<file path="src/rtl/keypad_digit_loader.sv">
// Keypad front end: synchronises raw key lines, debounces a single key press and
// emits one BCD digit with a single-cycle active-low loadn strobe per press.
module keypad_digit_loader #(
  parameter int DEBOUNCE_CYCLES = 3,
  parameter int CNT_W           = 2
) (
  input  logic       CLK,
  input  logic       clearn,
  input  logic [9:0] keys,
  input  logic       enable,
  output logic [3:0] digit,
  output logic       loadn,
  output logic       busy,
  output logic [1:0] state_dbg_o
);

  typedef enum logic [1:0] {
    IDLE         = 2'd0,
    DEBOUNCE     = 2'd1,
    LOAD         = 2'd2,
    WAIT_RELEASE = 2'd3
  } state_e;

  localparam logic [CNT_W:0] DBC = (CNT_W + 1)'(DEBOUNCE_CYCLES);

  logic [9:0]       ks1_q, ks_q;
  state_e           state_q, state_d;
  logic [CNT_W-1:0] cnt_q, cnt_d;
  logic [3:0]       cand_q, cand_d;
  logic [3:0]       digit_q;
  logic             loadn_q, busy_q;

  logic             valid;
  logic [3:0]       code;
  logic [CNT_W:0]   cnt_inc;

  assign valid   = $onehot(ks_q);
  assign cnt_inc = {1'b0, cnt_q} + 1'b1;

  always_comb begin
    code = 4'd0;
    for (int i = 0; i < 10; i++) begin
      if (ks_q[i]) code = 4'(i);
    end
  end

  always_comb begin
    state_d = state_q;
    cnt_d   = cnt_q;
    cand_d  = cand_q;
    case (state_q)
      IDLE: begin
        if (enable && valid) begin
          cand_d  = code;
          cnt_d   = CNT_W'(1);
          state_d = (DEBOUNCE_CYCLES == 1) ? LOAD : DEBOUNCE;
        end
      end
      DEBOUNCE: begin
        if (!enable || !valid || (code != cand_q)) begin
          state_d = IDLE;
          cnt_d   = '0;
        end else begin
          // Counter saturates rather than wrapping back to zero.
          cnt_d = (cnt_q == '1) ? cnt_q : cnt_inc[CNT_W-1:0];
          if (cnt_inc >= DBC) state_d = LOAD;
        end
      end
      LOAD: begin
        cnt_d   = '0;
        state_d = WAIT_RELEASE;
      end
      WAIT_RELEASE: begin
        // Any key held, even a different one, keeps us waiting: no auto-repeat.
        if (ks_q == 10'd0) state_d = IDLE;
      end
      default: begin
        state_d = IDLE;
        cnt_d   = '0;
      end
    endcase
  end

  always_ff @(posedge CLK or negedge clearn) begin
    if (!clearn) begin
      ks1_q   <= '0;
      ks_q    <= '0;
      state_q <= IDLE;
      cnt_q   <= '0;
      cand_q  <= 4'd0;
      digit_q <= 4'd0;
      loadn_q <= 1'b1;
      busy_q  <= 1'b0;
    end else begin
      ks1_q   <= keys;
      ks_q    <= ks1_q;
      state_q <= state_d;
      cnt_q   <= cnt_d;
      cand_q  <= cand_d;
      // Strobe and digit follow entry into LOAD so the digit is stable while loadn is low.
      loadn_q <= (state_d != LOAD);
      if (state_d == LOAD && state_q != LOAD) digit_q <= cand_d;
      busy_q  <= (state_q != IDLE);
    end
  end

  assign digit       = digit_q;
  assign loadn       = loadn_q;
  assign busy        = busy_q;
  assign state_dbg_o = state_q;

endmodule
</file>
<file path="config.mk">
export PLATFORM = sky130hd
export DESIGN_NAME = keypad_digit_loader
export DESIGN_NICKNAME = d
export VERILOG_FILES = /design/src/rtl/keypad_digit_loader.sv
export SDC_FILE = /design/constraint.sdc
export NUM_CORES = 1
export LEC_CHECK = 0
export CAP_MARGIN = 20
export CORE_MARGIN = 8
export CORE_UTILIZATION = 24
export CTS_CLUSTER_DIAMETER = 150
export DETAILED_ROUTE_END_ITERATION = 16
export PLACE_DENSITY_LB_ADDON = 0.1
export SLEW_MARGIN = 5
export SYNTH_ARGS = -nofsm -noshare
export SYNTH_HDL_FRONTEND = slang
export SYNTH_SLANG_ARGS = --single-unit
</file>
<file path="constraint.sdc">
create_clock -name CLK -period 4.5 [get_ports CLK]
set_input_delay 0.675 -clock CLK [delete_from_list [all_inputs] [get_ports CLK]]
set_output_delay 0.675 -clock CLK [all_outputs]
set_load 0.01 [all_outputs]
</file>
==> summary.md <==
| Metric | Value |
|---|---|
| Syn. warnings | `0` |
| Synthesized Nets | `149` |
| Footprint of the multi-input gates | `634 um2` |
| Initial antenna violation count | `0` |
| Mapped Area | `1540 um2` |
| Initial Util | `24.6%` |
| Port Buffers | `20` |
| EDFF count, synth | `0` |
| Minimum clock period | `4.31 ns` |
| Clk slew on worst S/H paths | `0.07 ns` |
| Mean Syn Cell Area | `12.2 um2` |
| Deepest clock path buffer count | `2` |
| CP required | `4.67 ns` |
| TritonCTS clock tree | `built` |
| CP Buf/Inv Count | `3` |
| Critical Path Max Stage Delay | `0.51 ns` |
| Reg area | `853 um2` |
| Max-cap violations | `0` |
| ANT nets after route | `0` |
| Share of layout cells above drive strength 1 | `17.0%` |
| Commonest cells after routing, fill and taps aside | `dfrtp_1, clkdlybuf4s50_1, inv_1` |
| Final hold violation count | `0` |
| Arr. time, crit path | `4.48 ns` |
| Unique masters post-synth | `37` |
| Largest net degree at the start of global routing | `35` |
| Die ar. | `9250 um2` |
| Commonest non-fill, non-tap cell in the layout | `dfrtp_1` |
| GP Congestion | `0.706` |
| # fillers | `647` |
| Crit share post-route | `95.8%` |
| Dpl cells | `225` |
| Number of global-route vias before repair | `1090` |
| Ant diodes | `0` |
| First-pass GRT wire length | `5200 um` |
| Non-Filler Instances | `236` |
| Pwr Total | `671 uW` |
| CTS sink count | `34` |
| Max Slew Vio Count | `0` |
| Initial detailed-routing violation count | `29` |
| Leak | `0.869 nW` |
| Num rows | `29` |
| Peak Freq | `232 MHz` |
| Crit-path slowest cell | `fa_1` |
| Total track usage | `7.59%` |
| CP Class | `reg -> reg` |
| Min-delay worst type | `reg -> reg` |
| CTS H-tree depth | `2` |
| Gr ovfl total | `0` |
| Rel. slew slack | `55.4%` |
| Number of buffers created by CTS | `5` |
| Delay-heaviest family, CP | `adder cells` |
| Final worst slack | `0.189 ns` |
| Seq/Total Area, Yosys | `55.2%` |
| First drt pass iteration count | `4` |
| # DRC | `0` |
| Core Area | `6280 um2` |
| Crit path max fanout | `6` |
| Critical path startpoint category | `flop` |
| Fin nets | `181` |
| Die Span X | `96.2 um` |
| Layout area overhead | `28.1%` |
| Vias after detailed routing | `1039` |
| Pre-CTS setup slack | `0.0668 ns` |
| Wire length per cell | `13.2 um` |
| Cells after Synth | `126` |
| Peak supply drop | `97.9 uV` |
| CTS Root Cell | `clkbuf_8` |
| Most frequent CP cell | `fa_1` |
| Crit path cell chain | `fa_1 -> fa_1 -> inv_1 -> fa_1 -> inv_1 -> ha_1 -> inv_1 -> fa_1 -> a2111o_1 -> a2111o_1 -> a211oi_4 -> nand4_4 -> mux2_2` |
| Detailed Route WL | `3120 um` |
| Worst slew pin tran | `0.662 ns` |
| Synth Flop Type | `dfrtp_1` |
| Ports | `21` |
| FF+latch count, synth | `34` |
| Die Y | `96.2 um` |
| PD cells | `339 nW/um2` |
| DP Wirelength | `2340 um` |
| Setup violators final | `0` |
| Setup crit end kind | `flop` |
| Vias per cell | `4.40` |
| Async SR Flop Fraction | `100%` |
| Fin Clk Skew | `0.00732 ns` |
| Worst-Skew Late Latency | `0.28 ns` |
| Status | `complete, no violations` |
cells by family after synthesis:
group / synth area share [%]
adder cells (fa/ha/maj): 11.0
flip-flops: 55.2
buffers and inverters: 4.14
multiplexers: 2.92
XOR/XNOR: 0.568
AND/OR/NAND/NOR: 11.9
AO/OA/AOI/OAI: 14.2
through the flow:
stage	hold WS [ns]	cell area, um2	util [%]	setup TNS [ns]
2_1_floorplan	0.331	1540	-	0
3_3_place_gp	0.332	1850	29.5	0
3_5_place_dp	0.336	1850	29.5	0
4_1_cts	0.352	1950	31.0	0
5_1_grt	0.358	1980	31.5	-0.0515
6_report	0.347	1980	31.5	0
cells in the mapped netlist (2+ instances only):
cell type	instances	share of area [%]
nor2_1	10	2.4
dfrtp_1	33	54
a2111o_1	2	1.5
nand3_1	3	0.97
a21oi_1	5	1.6
nand2_1	7	1.7
nand4_1	2	0.81
nor2b_1	2	0.81
nand2b_1	3	1.2
mux2_2	4	2.9
fa_1	6	7.8
inv_1	17	4.1
ha_1	4	3.2
o31ai_1	2	0.97
o22ai_1	2	0.81
o21ai_0	2	0.65
or2_2	2	0.81
repair_timing:
action / in CTS / in global routing
setup buffers: 0 / 3
setup endpoints to repair: 0 / 5
hold buffers: 0 / 0
resized for setup: 0 / 2
layer usage:
| layer | global-route usage, % | part of all wire, % | vias up |
|---|---|---|---|
| li1 | - | - | 503 |
| met1 | 8.87 | 45 | 509 |
| met2 | 11.5 | 48 | 21 |
| met3 | 2.73 | 5.3 | 6 |
| met4 | 5.12 | 2.2 | 0 |
| met5 | 0 | 0 | - |
state kept, by name, summed over array words and instances (netlist names):
name and cells:
ks1_q 10, ks_q 10, cand_q 4, digit 4, cnt_q 2, state_dbg_o 2, busy 1, loadn 1
report_power, final:
group | internal, mW | leakage [nW] | switching [mW]
Combinational | 0.0509 | 0.414 | 0.0584
Sequential | 0.321 | 0.407 | 0.0129
Clock | 0.123 | 0.0482 | 0.105
final timing paths:
check	to	depth (start not counted)	from	slack (ns)
min	ks_q[7]$_DFF_PN0_	0	ks1_q[7]$_DFF_PN0_	0.35
min reg2reg	ks_q[7]$_DFF_PN0_	0	ks1_q[7]$_DFF_PN0_	0.35
max	digit[3]$_DFFE_PN0P_	13	ks_q[5]$_DFF_PN0_	0.19
max reg2reg	digit[3]$_DFFE_PN0P_	13	ks_q[5]$_DFF_PN0_	0.19
max in group asynchronous	loadn$_DFF_PN1_	2	clearn	3.36
min in group asynchronous	ks_q[2]$_DFF_PN0_	2	clearn	0.80
final cells by class:
class,count,share of cell area [%]
clock buffers,7,4.37
clock inverters,1,0.253
inverters,17,3.23
multi-input cells,75,32.1
flip-flops and latches,34,43.2
well taps,77,4.87
repair buffers,25,12.0
No activity file was read; power rests on OpenSTA's default activity.
